`config.mk`:
```
export PLATFORM = sky130hd
export DESIGN_NAME = snake_game_ctrl
export DESIGN_NICKNAME = d
export VERILOG_FILES = /design/src/rtl/snake_game_ctrl.sv
export SDC_FILE = /design/constraint.sdc
export NUM_CORES = 1
export LEC_CHECK = 0
export ABC_AREA = 1
export CORE_ASPECT_RATIO = 0.8
export CORE_UTILIZATION = 59
export CTS_CLUSTER_SIZE = 14
export DETAILED_ROUTE_END_ITERATION = 8
export PLACE_DENSITY = 0.81
export SYNTH_ARGS = -nofsm -noshare
export SYNTH_HDL_FRONTEND = slang
export SYNTH_SLANG_ARGS = --single-unit
```
`constraint.sdc`:
```
create_clock -name clk -period 3.3 [get_ports clk]
set_clock_uncertainty 0.05 [all_clocks]
set_input_delay 0.66 -clock clk [delete_from_list [all_inputs] [get_ports clk]]
set_output_delay 0.66 -clock clk [all_outputs]
set_load 0.05 [all_outputs]
```
`src/rtl/snake_game_ctrl.sv`:
```
// Game-state engine for the 32x24 VGA snake game: moves the head once per tick,
// detects wall and food hits, and places new food from a 10-bit LFSR.
module snake_game_ctrl #(
  parameter int          GRID_W    = 32,
  parameter int          GRID_H    = 24,
  parameter int          TICK_DIV  = 10_000_000,
  parameter int          START_X   = 16,
  parameter int          START_Y   = 12,
  parameter int          FOOD0_X   = 5,
  parameter int          FOOD0_Y   = 5,
  parameter int          MAX_LEN   = 63,
  parameter logic [9:0]  LFSR_SEED = 10'h2A5
) (
  input  logic       clk,
  input  logic       rst,
  input  logic       btn_up,
  input  logic       btn_down,
  input  logic       btn_left,
  input  logic       btn_right,
  input  logic       start,
  output logic [4:0] snake_x,
  output logic [4:0] snake_y,
  output logic [4:0] yem_x,
  output logic [4:0] yem_y,
  output logic [5:0] snake_length,
  output logic       enable,
  output logic       game_over
);

  localparam int              CNT_W     = (TICK_DIV > 1) ? $clog2(TICK_DIV) : 1;
  localparam logic [CNT_W-1:0] TICK_LAST = CNT_W'(TICK_DIV - 1);

  typedef enum logic [1:0] {IDLE, PLAY, PLACE, OVER} state_t;
  typedef enum logic [1:0] {DIR_UP, DIR_DOWN, DIR_LEFT, DIR_RIGHT} dir_t;

  state_t           state, state_next;
  dir_t             dir, dir_d, next_dir, next_dir_d, btn_dir, dir_eff;
  logic             btn_valid, step, hit_wall, hit_food, place_ok;
  logic [CNT_W-1:0] counter, counter_d;
  logic [9:0]       lfsr, lfsr_next;
  logic [5:0]       cand_x, cand_y;
  logic [4:0]       x_d, y_d, yem_x_d, yem_y_d, place_x, place_y;
  logic [5:0]       length_d;

  function automatic dir_t opposite(input dir_t d);
    case (d)
      DIR_UP:   return DIR_DOWN;
      DIR_DOWN: return DIR_UP;
      DIR_LEFT: return DIR_RIGHT;
      default:  return DIR_LEFT;
    endcase
  endfunction

  assign lfsr_next = {lfsr[8:0], lfsr[9] ^ lfsr[6]};
  assign place_x   = lfsr[4:0];
  assign place_y   = lfsr[9:5];
  assign place_ok  = ({1'b0, place_y} < 6'(GRID_H)) && ({1'b0, place_x} < 6'(GRID_W)) &&
                     !((place_x == snake_x) && (place_y == snake_y));

  assign step    = (state == PLAY) && (counter == TICK_LAST);
  // On a step the pending turn becomes the new heading, so reversal is judged against it.
  assign dir_eff = step ? next_dir : dir;

  always_comb begin
    btn_valid = 1'b1;
    btn_dir   = DIR_RIGHT;
    if      (btn_up)    btn_dir = DIR_UP;
    else if (btn_down)  btn_dir = DIR_DOWN;
    else if (btn_left)  btn_dir = DIR_LEFT;
    else if (btn_right) btn_dir = DIR_RIGHT;
    else                btn_valid = 1'b0;
  end

  always_comb begin
    cand_x = {1'b0, snake_x};
    cand_y = {1'b0, snake_y};
    case (next_dir)
      DIR_UP:    cand_y = {1'b0, snake_y} - 6'd1;
      DIR_DOWN:  cand_y = {1'b0, snake_y} + 6'd1;
      DIR_LEFT:  cand_x = {1'b0, snake_x} - 6'd1;
      DIR_RIGHT: cand_x = {1'b0, snake_x} + 6'd1;
    endcase
  end

  // An underflow wraps to 63, so a single upper-bound test also catches x<0 / y<0.
  assign hit_wall = (cand_x >= 6'(GRID_W)) || (cand_y >= 6'(GRID_H));
  assign hit_food = (cand_x[4:0] == yem_x) && (cand_y[4:0] == yem_y);

  always_comb begin
    // NOTE: every signal gets its hold value first so no path through the case infers a latch.
    state_next = state;
    counter_d  = counter;
    dir_d      = dir;
    next_dir_d = next_dir;
    x_d        = snake_x;
    y_d        = snake_y;
    yem_x_d    = yem_x;
    yem_y_d    = yem_y;
    length_d   = snake_length;
    case (state)
      IDLE: if (start) begin
        state_next = PLAY;
        counter_d  = '0;
      end
      PLAY: begin
        if (btn_valid && (btn_dir != opposite(dir_eff))) next_dir_d = btn_dir;
        if (step) begin
          counter_d = '0;
          dir_d     = next_dir;
          if (hit_wall) begin
            state_next = OVER;
          end else begin
            x_d = cand_x[4:0];
            y_d = cand_y[4:0];
            if (hit_food) begin
              length_d   = (snake_length >= 6'(MAX_LEN)) ? snake_length : snake_length + 6'd1;
              state_next = PLACE;
            end
          end
        end else begin
          counter_d = counter + 1'b1;
        end
      end
      PLACE: if (place_ok) begin
        yem_x_d    = place_x;
        yem_y_d    = place_y;
        state_next = PLAY;
      end
      OVER: if (start) begin
        state_next = PLAY;
        counter_d  = '0;
        dir_d      = DIR_RIGHT;
        next_dir_d = DIR_RIGHT;
        x_d        = 5'(START_X);
        y_d        = 5'(START_Y);
        yem_x_d    = 5'(FOOD0_X);
        yem_y_d    = 5'(FOOD0_Y);
        length_d   = 6'd1;
      end
    endcase
  end

  // NOTE: state is updated with non-blocking assignments so every register samples pre-edge values.
  always_ff @(posedge clk) begin
    if (rst) begin
      state        <= IDLE;
      counter      <= '0;
      dir          <= DIR_RIGHT;
      next_dir     <= DIR_RIGHT;
      snake_x      <= 5'(START_X);
      snake_y      <= 5'(START_Y);
      yem_x        <= 5'(FOOD0_X);
      yem_y        <= 5'(FOOD0_Y);
      snake_length <= 6'd1;
      enable       <= 1'b0;
      game_over    <= 1'b0;
      lfsr         <= LFSR_SEED;
    end else begin
      state        <= state_next;
      counter      <= counter_d;
      dir          <= dir_d;
      next_dir     <= next_dir_d;
      snake_x      <= x_d;
      snake_y      <= y_d;
      yem_x        <= yem_x_d;
      yem_y        <= yem_y_d;
      snake_length <= length_d;
      enable       <= (state_next != IDLE);
      game_over    <= (state_next == OVER);
      lfsr         <= lfsr_next;
    end
  end

endmodule

```
# == Word level (Yosys, flattened, before mapping) ==
# Index checks and enable logic that the tools add are counted.
# totals
memories,0
ramBits,0
out_inout_bits,28
rom_bits,0
input_bits,7
latchBits,0
word_cells,111
register_bits,68
# op_classes
multipliers,0
shift,0
bitwise,1
eq_ne,23
n_mux,44
addsub,6
div,0
n_reduce_logical,21
magnitude_cmp,4
# op_table
operator,n
24-bit 2-to-1 mux,2
24-bit case mux with 2 select lines,1
5-bit 2-to-1 mux,9
5-bit case mux with 2 select lines,4
6-bit case mux with 2 select lines,3
6-bit 2-to-1 mux,5
"24-bit by 1-bit adder with 24-bit output, second input constant",1
"24-bit == test, second input constant",1
2-bit 2-to-1 mux,11
5-bit == test,4
"5-bit by 1-bit adder with 6-bit output, second input constant",2
"2-bit == test, second input constant",6
"6-bit greater-or-equal comparator, second input constant",2
"2-bit != test, second input constant",6
2-bit case mux with 3 select lines,2
"5-bit by 1-bit subtractor with 6-bit output, second input constant",2
2-bit case mux with 2 select lines,2
2-bit nonzero test,4
"6-bit by 1-bit adder with 6-bit output, second input constant",1
"2-bit by 1-bit == test with 1-bit output, second input constant",3
"6-bit by 5-bit greater-or-equal comparator with 1-bit output, second input constant",1
2-bit logical NOT,3
3-bit AND reduction,2
6-bit AND reduction,1
11 further kinds,21

# == Longest topological paths before layout ==
# logic_depth
depth_word,10
depth_mapped,20
mapped_depth_nobuf,19

# == Worst setup path before layout ==
# Ideal clock, no wire load.
# synth_path
path_kind,reg2reg
startpoint,reg snake_y[0]
endpoint,reg snake_x[2]
setup_ns,0.120
synth_period_minus_slack_ns,2.625
arrival_ns,2.455
path_buffers,1
path_stages_with_launch,16
setup_slack_ns,0.675
required_ns,3.130
cell_sequence,dfxtp_1 > inv_1 > fa_1 > inv_1 > nand3_1 > nand2_1 > nand2_1 > nand3_1 > o21ai_1 > nand2_1 > nand3_2 > nand2_1 > nand3_2 > buf_2 > o21ai_0 > a21oi_1
# synth_via
elab_chain_len,6
word_cells_on_any_way,7
cone_classes,add/sub: 2; order compare: 1; eq/ne: 1; mux: 1; reduce/logical: 2
# synth_rtl
element,line,source
start: declaration,22,"output logic [4:0] snake_y,"
start signal: assignment,151,snake_y <= 5'(START_Y);
start signal: assignment,164,snake_y <= y_d;
5-bit by 1-bit adder with 6-bit output or 5-bit by 1-bit subtractor with 6-bit output (tied branches),"79, 78",
6-bit case mux with 2 select lines (*),77,case (next_dir)
6-bit by 5-bit greater-or-equal comparator with 1-bit output (*),86,assign hit_wall = (cand_x >= 6'(GRID_W)) || (cand_y >= 6'(GRID_H));
1-bit logical OR (*),86,
2-bit != test (no source line) (*),n/a,
4-bit AND reduction (no source line) (*),n/a,
end signal: assignment,150,snake_x <= 5'(START_X);
end: declaration,21,"output logic [4:0] snake_x,"
# Mark *: on every way between the ends. The rest lies on a longest branch, timed or not.
# A chain may end at the register's enable or synchronous reset.

# == Worst setup path after layout ==
# layout_path
startpoint,reg next_dir[1]
endpoint,reg snake_length[3]
# layout_via
elab_chain_len,6
word_cells_on_any_way,15
cone_classes,order compare: 2; eq/ne: 7; mux: 2; reduce/logical: 4
# layout_rtl
element,line,source
start: declaration,37,"dir_t dir, dir_d, next_dir, next_dir_d, btn_dir, dir_eff;"
start signal: assignment,162,next_dir <= next_dir_d;
"2-bit == test, or another cell as far along",77,
6-bit case mux with 2 select lines,77,
"6-bit greater-or-equal comparator, or another cell as far along",86,
1-bit logical OR or 1-bit logical AND (tied branches),"86, 87",
2-bit != test (no source line),n/a,
6-bit AND reduction (no source line) (*),n/a,
end signal: assignment,167,snake_length <= length_d;
end: declaration,25,"output logic [5:0] snake_length,"
# Marks and branches as above.

==> key figures <==
Final layout
  – Area delta synth->final: 14.22%
  – Final core occ: 70.50%
  – Antenna Diode Count: 0
  – Final net count: 699
  – Layout cells sized above 1: 9.104%
  – Finished Layout Cells: 768
  – Fill cells: 579

Floorplanning
  – Die width: 97.40 um
  – # rows: 27
  – Die Y: 78.32 um
  – Die area: 7627 um^2
  – Initial core utilization: 61.72%
  – # IOs: 35
  – Core box area: 6959 um^2

Placed design
  – Placed insts: 752
  – GPL Wtd Cong: 0.9292
  – HPWL Detailed: 8383 um
  – Port Buffer Count: 34

STA
  – Peak Freq: 373.8 MHz
  – Period utilisation layout: 81.06%
  – Setup TNS: 0 ns
  – Final hold vios: 0
  – Setup violations, final: 0
  – Worst slew pin tran: 0.7925 ns
  – Final Max Tran Viols: 0
  – Max transition margin: 47.11%
  – RSZ-0062 raised after global routing: no
  – Period minus WS final: 2.675 ns

CTS
  – H-tree levels: 3
  – CTS sink cnt: 68
  – Num CTS Buffers: 9
  – CTS root buf: clkbuf_8
  – Clk_lat worst skew: 0.34 ns
  – Resized Gates After CTS: 0
  – Hold-fix buffers, CTS: 0
  – CTS max path bufs: 2
  – Post-CTS Setup Bufs: 0
  – Clk slew on worst S/H paths: 0.07 ns
  – CTS tree: yes

Job
  – Max-cap viol count: 0

Logic synthesis
  – Top FF cell, synth: dfxtp_1
  – Syn nets: 667
  – Synth unique cells: 41
  – Number of synthesized flops with an enable pin: 0
  – Ys async rst share: 0%
  – Syn avg cell area: 6.670 um^2
  – Synth Warn #: 0
  – Mapped Area: 4295 um^2
  – Seq cells post-synth: 68
  – Cells after Synth: 644
  – Register area share after synthesis: 31.69%

Power
  – Logic gate share of total power: 30.0%
  – Switching share of power: 36.63%
  – Clock Power Share: 31.1%
  – Internal power: 1.484 mW
  – Max IR drop VDD: 0.0002742 V
  – Leak pwr: 2.031 nW
  – Power Density: 477.4 nW/um^2
  – Total power: 2.342 mW
  – Seq pwr share: 38.9%
  – Switching pwr: 858.0 uW

GRT
  – First-pass GRT wire length: 19650 um
  – Initial antenna violation count: 0
  – GRT Total Usage: 31.63%
  – Largest net degree at the start of global routing: 45
  – GRT Residual Overflow: 0
  – Vias in the first global route: 4156

Setup path
  – Setup crit start kind: flop
  – Setup CP Type: flop to flop
  – Critical path arrival: 2.83 ns
  – Worst-path maximum fanout: 11
  – Critical Path Sink Type: flop
  – Flop-to-flop setup slack: 0.62 ns
  – Req. time, crit path: 3.45 ns

Worst hold path
  – HP Class: flop to flop

Drt
  – Wire per inst: 14.95 um
  – Iter 0 DRT Violations: 485
  – Top Layer Used: met4
  – DRT Pass-1 Iters: 5
  – Vias: 4514
  – Post-Route WL: 11480 um
  – DRC errors left: 0
  – Wl on met1: 5361 um
  – Length of routed met3 wiring: 1150 um
  – Vias per std cell: 5.878
  – DRT antenna net count: 0
  – Met2 WL post-DR: 4777 um

Outcome
  – Status: completed
## worst paths after layout
| path | cells past startpoint | from | end |
|---|---|---|---|
| setup / recovery | 14 | next_dir[1] | snake_length[3] |
| hold / removal | 2 | lfsr[7] | lfsr[8] |
| setup reg to reg | 14 | next_dir[1] | snake_length[3] |
| hold reg to reg | 2 | lfsr[7] | lfsr[8] |
## metal layers
layer,global-route usage [%],vias to the layer above
li1,-,2223
met1,46.96,2028
met2,46.64,241
met3,4.720,22
met4,10.74,0
met5,0,-
## layout by cell type, fill, tap and decap left out, types with 7 or more instances in the layout
cell type        instances
a211oi_1                 8
a21oi_1                 44
buf_4                    7
clkbuf_8                11
clkdlybuf4s50_1         34
dfxtp_1                 68
ha_1                    14
inv_1                   70
inv_2                    8
nand2_1                162
nand2_2                 10
nand3_1                 54
nand4_1                 25
nor2_1                  56
o21ai_0                 27
xor2_1                   9
## registers in the layout, summed over array words and instances (netlist names)
register	count
counter	24
lfsr	10
snake_length	6
snake_x	5
snake_y	5
yem_x	5
yem_y	5
dir	2
next_dir	2
state	2
enable	1
game_over	1
## critical path: stages (launching register included)
cell and delay (ns):
dfxtp_1 0.37, nor2_1 0.21, inv_1 0.13, ha_1 0.38, inv_2 0.06, nand2_1 0.08
nand3_1 0.08, nand3_1 0.15, nand2_1 0.11, nand2_1 0.09, nand3_2 0.13, a21oi_4 0.34
nand3_2 0.19, nand2_1 0.10, a21oi_1 0.07
## per-stage QoR
stage	area, um^2	worst slack (ns)	hold WS (ns)
detailed placement	4696	0.6940	0.3964
global route	4906	0.3017	0.4319
CTS	4906	0.6730	0.4085
floorplan	4295	0.6749	0.3760
global placement	4696	0.7476	0.3965
finish	4906	0.6249	0.4056
## logic make-up (layout without fill, tap and decap cells)
logic type,count (synthesis),count (layout),share of synthesized area (%)
AOI/OAI and AO/OA,108,108,14.54
xor gates and xnor gates,15,15,3.059
adders and majority gates,16,16,5.010
buffers and inverters,98,135,9.176
DFF,68,68,31.69
and+or+nand+nor,339,339,36.53
## final cells by class
class	count	area, um^2	area share [%]
clock inverter	5	58.81	1.199
timing repair buffer	41	392.9	8.008
multi-input combinational	478	2540	51.77
clock buffer	11	151.4	3.086
sequential	68	1361	27.75
tap	87	108.9	2.219
inverter	78	292.8	5.968
## synthesized netlist by cell type, types with 9 or more instances
cell type  number  area share, %
nand2_1       162             14
inv_1          70            6.1
dfxtp_1        68             32
nor2_1         56            4.9
nand3_1        54            6.3
a21oi_1        44            5.1
o21ai_0        28            3.3
nand4_1        25            3.6
ha_1           14            4.1
clkbuf_1       11           0.96
nand2_2        10            1.5
xor2_1          9            1.8
## power groups by stage
stage / Clock (mW) / Combinational (mW) / Sequential (mW)
3_5_place_dp: 0 / 0.681 / 0.928
4_1_cts: 0.729 / 0.688 / 0.909
2_1_floorplan: 0 / 0.446 / 0.990
3_3_place_gp: 0 / 0.666 / 0.927
6_report: 0.729 / 0.703 / 0.911
5_1_grt: 0.763 / 0.780 / 0.915
No activity file was read; power rests on OpenSTA's default activity.
==> RTL edit 1 (same flow settings) <==
Set the parameter `TICK_DIV` to 20_000_000 (it was 10_000_000).
--- a/src/rtl/snake_game_ctrl.sv
+++ b/src/rtl/snake_game_ctrl.sv
@@ -3,7 +3,7 @@
 module snake_game_ctrl #(
   parameter int          GRID_W    = 32,
   parameter int          GRID_H    = 24,
-  parameter int          TICK_DIV  = 10_000_000,
+  parameter int          TICK_DIV  = 20_000_000,
   parameter int          START_X   = 16,
   parameter int          START_Y   = 12,
   parameter int          FOOD0_X   = 5,
Formal check against the unedited RTL: same outputs for any inputs over 10 cycles, from zero or initial values and one cycle with rst high; that may be too few to reach the edited logic, so the function may still have changed.
==> RTL edit 1 against the original RTL <==
Global-route usage is 1.5 points lower; synthesized area is 0.41% lower; core utilization is 0.45 points lower; cell count is 0.39% lower; largest power group unchanged; critical path type unchanged; routed wire length is 3.6% lower; setup slack worse by 0.20 ns; sequential cell count is 1 higher; critical path depth stayed put; highest routed layer unchanged; design area is 0.64% lower; synthesized cell count is 0.47% lower; total power is 7.4% lower; largest cell class unchanged; combinational power is 16% lower.
==> RTL edit 1: results (changes against the original RTL) <==
worst r2r src -> next_dir[0] (was next_dir[1])
Seq/Total Area, Yosys -> 32.3% (was 31.7%)
Final nets -> 696 (was 699)
PD cells -> 445 nW/µm² (was 477 nW/µm²)
# clk buffers -> 12 (was 11)
WL final -> 11,100 µm (was 11,500 µm)
initial DRC count -> 414 (was 485)
grt met1 use -> 45.1% (was 47.0%)
Synth cell types -> 48 (was 41)
Seq Cell Count -> 69 (was 68)
Internal Pwr Total -> 1400 µW (was 1480 µW)
sequential share of cell area -> 28.3% (was 27.7%)
all-layer global routing usage -> 30.2% (was 31.6%)
CP max-delay cell -> dfxtp_1 (was ha_1)
Placed Cells -> 746 (was 752)
post-synthesis area per instance -> 6.67 µm² (about the same)
multi-input gates -> 467 (was 478)
status -> finished clean (unchanged)
wire length on met1 -> 5180 µm (was 5360 µm)
largest net degree at the start of global routing -> 46 (was 45)
top cell family by delay on the critical path -> compound AO/OA/AOI/OAI gates (was simple AND/OR/NAND/NOR gates)
placed cell area -> 4660 µm² (was 4700 µm²)
Static Leakage -> 0.00206 µW (was 0.00203 µW)
final hold slack -> 0.419 ns (was 0.406 ns)
DR WL/cell -> 14.5 µm (was 14.9 µm)
CP arrival -> 3.04 ns (was 2.83 ns)
met2 routed WL -> 4620 µm (was 4780 µm)
[RTL edit 1: worst max path at each step]
stage               slack, ns  cells past startpoint        start          to
finish                   0.43                     14  next_dir[0]  snake_x[1]
global route             0.14                     14  next_dir[0]  snake_x[1]
CTS                      0.31                     14  next_dir[0]  snake_x[1]
detailed placement       0.35                     14  next_dir[0]  snake_x[0]
global placement         0.45                     14  next_dir[0]  snake_x[0]
floorplan                0.60                     15   snake_y[0]  snake_x[2]
[RTL edit 1: cells by family (layout without fill, tap and decap cells)]
| group | count (synthesis) | after routing | share of synthesized area [%] |
|---|---|---|---|
| flops | 69 | 69 | 32.3 |
| buf+inv | 105 | 142 | 9.97 |
| fa+ha+maj | 16 | 16 | 5.03 |
| compound gates | 112 | 112 | 15.4 |
| simple gates | 328 | 328 | 35.0 |
| xor+xnor | 11 | 11 | 2.25 |
[RTL edit 1: what timing repair did]
item	4_1_cts	5_1_grt
setup buffers	0	3
setup endpoints to repair	0	2
endpoints found under the hold margin	0	0
hold buffers	0	0
==> RTL edit 2 (config.mk and constraints unchanged) <==
Made on the original files. Compare `counter` against `TICK_LAST` with >= in place of ==.
--- a/src/rtl/snake_game_ctrl.sv
+++ b/src/rtl/snake_game_ctrl.sv
@@ -57,7 +57,7 @@
   assign place_ok  = ({1'b0, place_y} < 6'(GRID_H)) && ({1'b0, place_x} < 6'(GRID_W)) &&
                      !((place_x == snake_x) && (place_y == snake_y));
 
-  assign step    = (state == PLAY) && (counter == TICK_LAST);
+  assign step    = (state == PLAY) && (counter >= TICK_LAST);
   // On a step the pending turn becomes the new heading, so reversal is judged against it.
   assign dir_eff = step ? next_dir : dir;
 
Behaviour: no difference found for any inputs over 10 cycles, from zero or initial values and one cycle with rst high; that may be too few to reach the edited logic, so the function may still have changed.
==> RTL edit 2 against the original RTL <==
Setup slack got worse by 0.35 ns; routed wire length decreased by 3.2%; critical path type unchanged; sequential cell count unchanged; design area decreased by 3.5%; count of clock-buffer cells in the layout decreased by 2; non-clock buffer count decreased by 1; synthesized area decreased by 2.8%; total power decreased by 7.2%; highest routed layer unchanged.
==> RTL edit 2: results (changes against the original RTL) <==
status -> finished clean (unchanged)
top cell family by delay on the critical path -> simple AND/OR/NAND/NOR gates (unchanged)
clock buffer depth -> 2 (unchanged)
Post-Syn Nets -> 644 (was 667)
worst r2r dst -> snake_length[2] (was snake_length[3])
largest net degree at the start of global routing -> 53 (was 45)
Reg with most FFs -> counter (unchanged)
CP max stage delay -> 0.40 ns (was 0.38 ns)
post-synthesis area per instance -> 6.72 µm² (was 6.67 µm²)
Seq/Total Area, Yosys -> 32.6% (was 31.7%)
Internal Pwr Total -> 1350 µW (was 1480 µW)
n_diodes -> 0 (unchanged)
CP startpoint -> next_dir[0] (was next_dir[1])
grt met1 use -> 48.8% (was 47.0%)
ys async rst share -> 0% (unchanged)
post-route cell area -> 4740 µm² (was 4910 µm²)
share of post-route cells with drive strength above 1 -> 8.98% (was 9.10%)
Placed Cells -> 728 (was 752)
crit-path max FO -> 16 (was 11)
CP max-delay cell -> dfxtp_1 (was ha_1)
hold path cells -> 2 (unchanged)
Placement Setup Slack -> 0.374 ns (was 0.694 ns)
Final nets -> 675 (was 699)
wire length on met1 -> 5380 µm (was 5360 µm)
RePlAce Congestion -> 0.959 (was 0.929)
Final Non-Filler Cells -> 744 (was 768)
placed cell area -> 4550 µm² (was 4700 µm²)
maximum vdd ir drop -> 0.000294 V (was 0.000274 V)
Static Leakage -> 0.00203 µW (about the same)
top post-synthesis cells by count -> nand2_1, dfxtp_1, nand3_1 (was nand2_1, inv_1, dfxtp_1)
final setup margin -> 0.273 ns (was 0.625 ns)
met2 routed WL -> 4620 µm (was 4780 µm)
first-pass GRT wire length -> 18,000 µm (was 19,700 µm)
clock root cell -> clkbuf_8 (unchanged)
CP arrival -> 3.25 ns (was 2.83 ns)
clock slew at reported path FFs -> 0.08 ns
Synth cell types -> 44 (was 41)
met2 Use GR -> 43.8% (was 46.6%)
dpl hpwl -> 8090 µm (was 8380 µm)
Filler cells -> 586 (was 579)
met3 wire length -> 1000 µm (was 1150 µm)
all-layer global routing usage -> 31.5% (was 31.6%)
top cells by area, synth -> dfxtp_1, nand2_1, nand3_1 (unchanged)
M3 GR Usage -> 6.55% (was 4.72%)
hold_sp -> lfsr[7] (unchanged)
total number of vias -> 4,266 (was 4,514)
Min-Delay Path Class -> flop to flop (unchanged)
vias in the first global route -> 3,768 (was 4,156)
DR WL/cell -> 14.9 µm (about the same)
initial DRC count -> 385 (was 485)
R2R cell count -> 17 (was 14)
headroom to the max-slew limit -> 48.6% (was 47.1%)
Post-CTS Resized -> 0 (unchanged)
final hold slack -> 0.421 ns (was 0.406 ns)
## RTL edit 2: cell families (layout without fill, tap and decap cells)
family                     after synthesis  count (layout)  synth area share, %
AOI/OAI and AO/OA                      113             113                 15.3
DFF                                     68              68                 32.6
and+or+nand+nor                        315             315                 34.3
adders and majority gates               16              16                 5.15
buffers and inverters                   94             130                 9.44
xor gates and xnor gates                15              15                 3.15
## RTL edit 2: layout make-up
cell class                 count  share of cell area (%)
inverter                      74                    5.94
sequential                    68                    28.7
clock inverter                 7                    1.27
multi-input combinational    459                    51.1
tap                           87                    2.30
clock buffer                   9                    2.62
timing repair buffer          40                    8.03
## RTL edit 2: power groups by stage
stage	logic (µW)	registers, µW	clock network [µW]
floorplan	389	980	0
global placement	574	928	0
detailed placement	586	930	0
CTS	591	911	658
global route	664	919	700
finish	603	915	656
